==> config.mk <==
export PLATFORM = sky130hd
export DESIGN_NAME = red_pitaya_lpf_cascade
export DESIGN_NICKNAME = d
export VERILOG_FILES = /design/src/rtl/red_pitaya_lpf_pkg.sv /design/src/rtl/red_pitaya_lpf_stage.sv /design/src/rtl/red_pitaya_lpf_cascade.sv
export SDC_FILE = /design/constraint.sdc
export NUM_CORES = 2
export LEC_CHECK = 0
export BUFFER_PORTS_ARGS = -buffer_cell sky130_fd_sc_hd__buf_2
export CORE_MARGIN = 2
export CORE_UTILIZATION = 30
export DETAILED_ROUTE_END_ITERATION = 8
export GPL_ROUTABILITY_DRIVEN = 0
export PLACE_DENSITY = 0.43
export SLEW_MARGIN = 10
export SYNTH_ARGS = -nofsm -noshare
export SYNTH_HDL_FRONTEND = slang
export SYNTH_SLANG_ARGS = --single-unit
==> constraint.sdc <==
create_clock -name clk_i -period 8.9 [get_ports clk_i]
set_clock_uncertainty 0.15 [all_clocks]
set_input_delay 1.78 -clock clk_i [delete_from_list [all_inputs] [get_ports clk_i]]
set_output_delay 1.78 -clock clk_i [all_outputs]
set_load 0.005 [all_outputs]
==> src/rtl/red_pitaya_lpf_pkg.sv <==
// Shared widths and arithmetic helpers for the low-pass cascade.
// Helpers work on a fixed wide signed type so any stage width up to MAX_BITS-1 can reuse them.
package red_pitaya_lpf_pkg;

  localparam int unsigned DEF_NSTAGES         = 2;
  localparam int unsigned DEF_ALPHABITS       = 25;
  localparam int unsigned DEF_HIGHESTALPHABIT = 18;
  localparam int unsigned DEF_LPFBITS         = 14;
  localparam int unsigned ACCBITS             = DEF_LPFBITS + DEF_ALPHABITS;

  localparam int unsigned MAX_BITS = 64;

  typedef logic signed [MAX_BITS-1:0] wide_t;

  localparam logic [MAX_BITS:0] WIDE_ONE = {{MAX_BITS{1'b0}}, 1'b1};

  // Add two width-bit signed values (sign-extended into wide_t) and clamp to the width-bit range.
  function automatic wide_t sat_add(input wide_t a, input wide_t b, input int unsigned width);
    logic signed [MAX_BITS:0] sum;
    logic signed [MAX_BITS:0] max_v;
    logic signed [MAX_BITS:0] min_v;
    sum   = {a[MAX_BITS-1], a} + {b[MAX_BITS-1], b};
    max_v = (WIDE_ONE << (width - 1)) - WIDE_ONE;
    min_v = ~max_v;
    if (sum > max_v) begin
      return max_v[MAX_BITS-1:0];
    end else if (sum < min_v) begin
      return min_v[MAX_BITS-1:0];
    end
    return sum[MAX_BITS-1:0];
  endfunction

  // Integer part of a fixed-point accumulator, sign-extended (floor towards minus infinity).
  function automatic wide_t acc_hi_slice(input wide_t acc, input int unsigned frac_bits);
    return acc >>> frac_bits;
  endfunction

endpackage

==> src/rtl/red_pitaya_lpf_stage.sv <==
// One first-order IIR low-pass stage: acc tracks x with gain alpha, y is the integer part of acc.
// The product is registered before accumulation so the multiplier has a full cycle.
module red_pitaya_lpf_stage
  import red_pitaya_lpf_pkg::*;
#(
  parameter int unsigned ALPHABITS       = DEF_ALPHABITS,
  parameter int unsigned HIGHESTALPHABIT = DEF_HIGHESTALPHABIT,
  parameter int unsigned LPFBITS         = DEF_LPFBITS
) (
  input  logic                              clk_i,
  input  logic                              reset_i,
  input  logic signed [HIGHESTALPHABIT-1:0] alpha,
  input  logic                              bypass,
  input  logic                              hold,
  input  logic signed [LPFBITS-1:0]         x,
  output logic signed [LPFBITS-1:0]         y
);

  localparam int unsigned AccW  = LPFBITS + ALPHABITS;
  localparam int unsigned ProdW = LPFBITS + 1 + HIGHESTALPHABIT;

  logic signed [AccW-1:0]    r_acc;
  logic signed [AccW-1:0]    r_delta;
  logic signed [LPFBITS-1:0] r_y;

  wide_t                     w_acc_wide;
  wide_t                     w_hi_wide;
  wide_t                     w_prod_wide;
  wide_t                     w_sum_wide;
  logic signed [LPFBITS-1:0] w_acc_hi;
  logic signed [LPFBITS:0]   w_diff;
  logic signed [ProdW-1:0]   w_prod;
  logic signed [AccW-1:0]    w_delta_d;
  logic signed [AccW-1:0]    w_acc_d;
  logic                      w_unused;

  always_comb begin
    w_acc_wide  = wide_t'(r_acc);
    w_hi_wide   = acc_hi_slice(w_acc_wide, ALPHABITS);
    w_acc_hi    = w_hi_wide[LPFBITS-1:0];
    // One extra bit keeps x - acc_hi exact across the full signed range.
    w_diff      = {x[LPFBITS-1], x} - {w_acc_hi[LPFBITS-1], w_acc_hi};
    w_prod      = w_diff * alpha;
    w_prod_wide = wide_t'(w_prod);
    w_delta_d   = w_prod_wide[AccW-1:0];
    w_sum_wide  = sat_add(w_acc_wide, wide_t'(r_delta), AccW);
    w_acc_d     = w_sum_wide[AccW-1:0];
  end

  assign w_unused = ^{w_hi_wide[MAX_BITS-1:LPFBITS], w_prod_wide[MAX_BITS-1:AccW],
                      w_sum_wide[MAX_BITS-1:AccW]};

  always_ff @(posedge clk_i or posedge reset_i) begin
    if (reset_i) begin
      r_acc   <= '0;
      r_delta <= '0;
      r_y     <= '0;
    end else if (bypass) begin
      // Preload acc with the input so re-enabling starts without a transient.
      r_acc   <= {x, {ALPHABITS{1'b0}}};
      r_delta <= '0;
      r_y     <= x;
    end else if (hold) begin
      r_delta <= '0;
      r_y     <= w_acc_hi;
    end else begin
      r_acc   <= w_acc_d;
      r_delta <= w_delta_d;
      r_y     <= w_acc_hi;
    end
  end

  assign y = r_y;

endmodule

==> src/rtl/red_pitaya_lpf_cascade.sv <==
// Cascade of NSTAGES first-order low-pass stages; stage k filters the output of stage k-1.
// Bypassed stages add one register of latency, active stages three.
module red_pitaya_lpf_cascade
  import red_pitaya_lpf_pkg::*;
#(
  parameter int unsigned NSTAGES         = DEF_NSTAGES,
  parameter int unsigned ALPHABITS       = DEF_ALPHABITS,
  parameter int unsigned HIGHESTALPHABIT = DEF_HIGHESTALPHABIT,
  parameter int unsigned LPFBITS         = DEF_LPFBITS
) (
  input  logic                                 clk_i,
  input  logic                                 reset_i,
  input  logic [NSTAGES*HIGHESTALPHABIT-1:0]   alpha_i,
  input  logic [NSTAGES-1:0]                   bypass_i,
  input  logic                                 hold_i,
  input  logic signed [LPFBITS-1:0]            signal_i,
  output logic signed [LPFBITS-1:0]            signal_o
);

  logic signed [LPFBITS-1:0] w_chain [NSTAGES+1];

  assign w_chain[0] = signal_i;

  for (genvar k = 0; k < NSTAGES; k++) begin : g_stage
    red_pitaya_lpf_stage #(
      .ALPHABITS      (ALPHABITS),
      .HIGHESTALPHABIT(HIGHESTALPHABIT),
      .LPFBITS        (LPFBITS)
    ) u_stage (
      .clk_i  (clk_i),
      .reset_i(reset_i),
      .alpha  (alpha_i[k*HIGHESTALPHABIT +: HIGHESTALPHABIT]),
      .bypass (bypass_i[k]),
      .hold   (hold_i),
      .x      (w_chain[k]),
      .y      (w_chain[k+1])
    );
  end

  assign signal_o = w_chain[NSTAGES];

endmodule
==> results by group <==
Run status
  – Status: completed

Route
  – Met3 WL: 2010 um
  – Via density: 4.62
  – Drt initial violations: 966
  – DRT Pass-1 Iters: 5
  – Number of remaining DRC errors: 0
  – Top layer used by detailed routing: met4
  – Detailed Route WL: 85,500 um
  – Met1 WL: 38,900 um
  – Antenna Violating Nets Remaining: 0
  – Vias: 23,548
  – WL per Instance: 16.8 um
  – Met2 wire len: 42,500 um

Setup path
  – Worst R2R End: g_stage[1].u_stage.r_delta[37]
  – Most used cell, CP: fa_1
  – CP required: 9.10 ns
  – Critical Path AT: 9.04 ns
  – Worst R2R Start: g_stage[0].u_stage.y[0]
  – CP Class: in2reg
  – Critical Path Source: signal_i[0]
  – R2r worst-path depth: 36
  – R2R Setup Slk: 0.41 ns
  – Crit Path Max Fanout: 5
  – Crit-path slowest cell: fa_1
  – Startpoint types: input pin
  – Crit path to: g_stage[0].u_stage.r_delta[37]
  – Critical Path Max Stage Delay: 0.54 ns
  – CP Capture Type: register

Logic synthesis
  – Synth Area in Adders: 45.1%
  – Compound-cell area share of the yosys netlist: 11.5%
  – Top FF cell, synth: dfrtp_1
  – Synth warn: 0
  – Fraction of registers with async set/reset: 100%
  – Xor-xnor portion of the synthesized cell area: 3.99%
  – EDFF count, synth: 0
  – Largest family of logic cells by synthesized area: adder cells
  – Seq/Total Area, Yosys: 13.8%
  – Post-Syn Area per Cell: 8.87 um2
  – Cell variety after synth: 80
  – Synth Instances: 3,514
  – Area share of and/or/nand/nor cells after synthesis: 16.1%
  – Mapped Nets: 4,377
  – FF+latch count, synth: 172
  – Mux share of post-synthesis cell area: 0.325%
  – Cell Area, Synth: 31,200 um2

STA
  – Total negative slack: 0 ns
  – Final Hold Viols: 0
  – Max-slew violations: 0
  – Minimum clock period: 8.85 ns
  – RSZ-0062 raised after global routing: yes
  – Period utilisation layout: 99.4%
  – # setup viols final: 0
  – Actual slew at the worst max-slew pin: 0.883 ns
  – Max Freq: 113 MHz
  – Slew HR: 41.1%

Layout
  – Nets: 4,571
  – Area Overhead vs Synth: 15.1%
  – Share of cells above drive strength 1: 12.0%
  – # fillers: 10,868

Job
  – Max-cap viol count: 0

Clock network
  – CTS Buf Count: 17
  – CTS root buf: clkbuf_16
  – Clock slew at reported path FFs: 0.08 ns
  – CTS Buffer Depth: 2
  – Worst-Skew Late Latency: 0.48 ns
  – Clk sinks: 172
  – Number of H-tree levels: 4
  – CTS tree: built

GRT
  – First-pass GRT wire length: 141,000 um
  – Grt ovf: 0
  – Vias in the first global route: 25,638
  – Initial antenna violation count: 4
  – Largest net degree at the start of global routing: 108
  – Gr usage total: 16.6%

Floorplanning
  – Die height: 326 um
  – Core area: 103,000 um2
  – Die area: 107,000 um2
  – Row Count: 118
  – I/O Pins: 69
  – Die W: 326 um
  – Starting Density: 30.2%

Placement
  – Dpl hpwl: 70,100 um
  – Port Buffers: 68

Worst hold path
  – Hold Path Class: reg2reg
==> how the worst min path moves through the flow <==
| stage | from | end | slack [ns] | depth (start not counted) |
|---|---|---|---|---|
| floorplan | g_stage[1].u_stage.r_acc[10] | g_stage[1].u_stage.r_acc[10] | 0.30 | 2 |
| global placement | g_stage[1].u_stage.r_acc[6] | g_stage[1].u_stage.r_acc[6] | 0.32 | 2 |
| detailed placement | g_stage[1].u_stage.r_acc[10] | g_stage[1].u_stage.r_acc[10] | 0.33 | 2 |
| CTS | g_stage[1].u_stage.r_acc[18] | g_stage[1].u_stage.r_acc[18] | 0.35 | 2 |
| global route | g_stage[1].u_stage.r_acc[0] | g_stage[1].u_stage.r_acc[0] | 0.36 | 2 |
| finish | g_stage[1].u_stage.r_acc[24] | g_stage[1].u_stage.r_acc[24] | 0.34 | 2 |
==> synth_stat cells, types with 6 or more instances <==
cell type	number	share of area, %
o211ai_1	14	0.34
xor2_1	43	1.2
fa_1	526	34
o221ai_1	10	0.28
inv_1	643	7.7
o21ai_1	46	0.74
ha_1	282	11
and2_1	148	3.0
a211oi_1	17	0.41
nand2_1	461	5.5
or3_1	13	0.26
nor2b_1	64	1.3
o21ai_0	114	1.8
xnor2_1	99	2.8
o21bai_1	19	0.46
a21oi_1	138	2.2
clkbuf_1	99	1.2
a2111oi_0	6	0.17
a31oi_1	10	0.20
nor2_1	212	2.6
buf_2	9	0.14
nand2b_1	65	1.3
a21boi_0	6	0.14
o21a_1	24	0.58
or2_2	12	0.24
nand4_1	17	0.34
nand3_1	20	0.32
a211o_1	9	0.25
and3_1	15	0.30
nor3b_1	7	0.17
nor3_1	29	0.47
a21o_1	68	1.6
dfrtp_1	172	14
==> metrics by stage <==
step / utilization, % / hold WS (ns) / cell area [um2] / instances / worst slack [ns]
2_1_floorplan: - / 0.304 / 31300 / 3514 / -0.0666
3_3_place_gp: 33.5 / 0.316 / 34600 / 5045 / -0.645
3_5_place_dp: 33.5 / 0.329 / 34600 / 5045 / -0.659
4_1_cts: 34.2 / 0.349 / 35300 / 5078 / -0.0101
5_1_grt: 34.7 / 0.365 / 35900 / 5100 / -0.305
6_report: 34.7 / 0.342 / 35900 / 5101 / 0.0546
==> layer usage <==
layer  up-vias  GRT usage, %
met5         -             0
li1      11440             -
met4         0          4.03
met1     11792          21.7
met3        71          1.73
met2       245          29.4
==> repair_timing <==
action,in CTS,in global routing
hold buffers,0,0
setup endpoints to repair,11,29
pin swaps,6,62
hold endpoints to repair,0,0
cloned,0,1
gates resized for setup,9,103
setup buffers,2,22
==> logic make-up after synthesis <==
group	after synthesis
buf+inv	755
xor+xnor	142
fa+ha+maj	808
compound gates	550
flops	172
mux	9
simple gates	1078
==> cells in the final DEF, fill, tap and decap left out, types with 48 or more instances in the layout <==
master	count
o21ai_0	104
nor2_1	206
nand2_1	458
inv_1	633
xnor2_1	89
nor2b_1	61
nand2b_1	65
and2_1	147
buf_4	191
o21ai_1	48
ha_1	270
a21o_1	68
fa_1	520
dfrtp_1	172
buf_2	67
a21oi_1	122
==> flip-flops by register name (all words and copies together) (netlist names) <==
signal                   flops
g_stage.u_stage.r_acc       78
g_stage.u_stage.r_delta     66
g_stage.u_stage.y           28
==> layout make-up <==
cell class	instances	area, um2	share of cell area (%)
Antenna cell	1	2.50	0.00697
Clock buffer	21	480	1.34
Clock inverter	10	129	0.359
Inverter	643	2430	6.76
Multi-Input combinational cell	2587	24600	68.4
Sequential cell	172	4300	12.0
Tap cell	1380	1730	4.81
Timing Repair Buffer	287	2280	6.34
==> critical path: cells and delay by family <==
kind / cells / cell delay (ns)
adder cells (fa/ha/maj): 9 / 3.74
AND/OR/NAND/NOR: 4 / 0.42
buffers and inverters: 8 / 0.67
AO/OA/AOI/OAI: 16 / 2.43
Power is not shown: default switching activity piles up to over one toggle a cycle in this logic, so the estimate is an artifact.
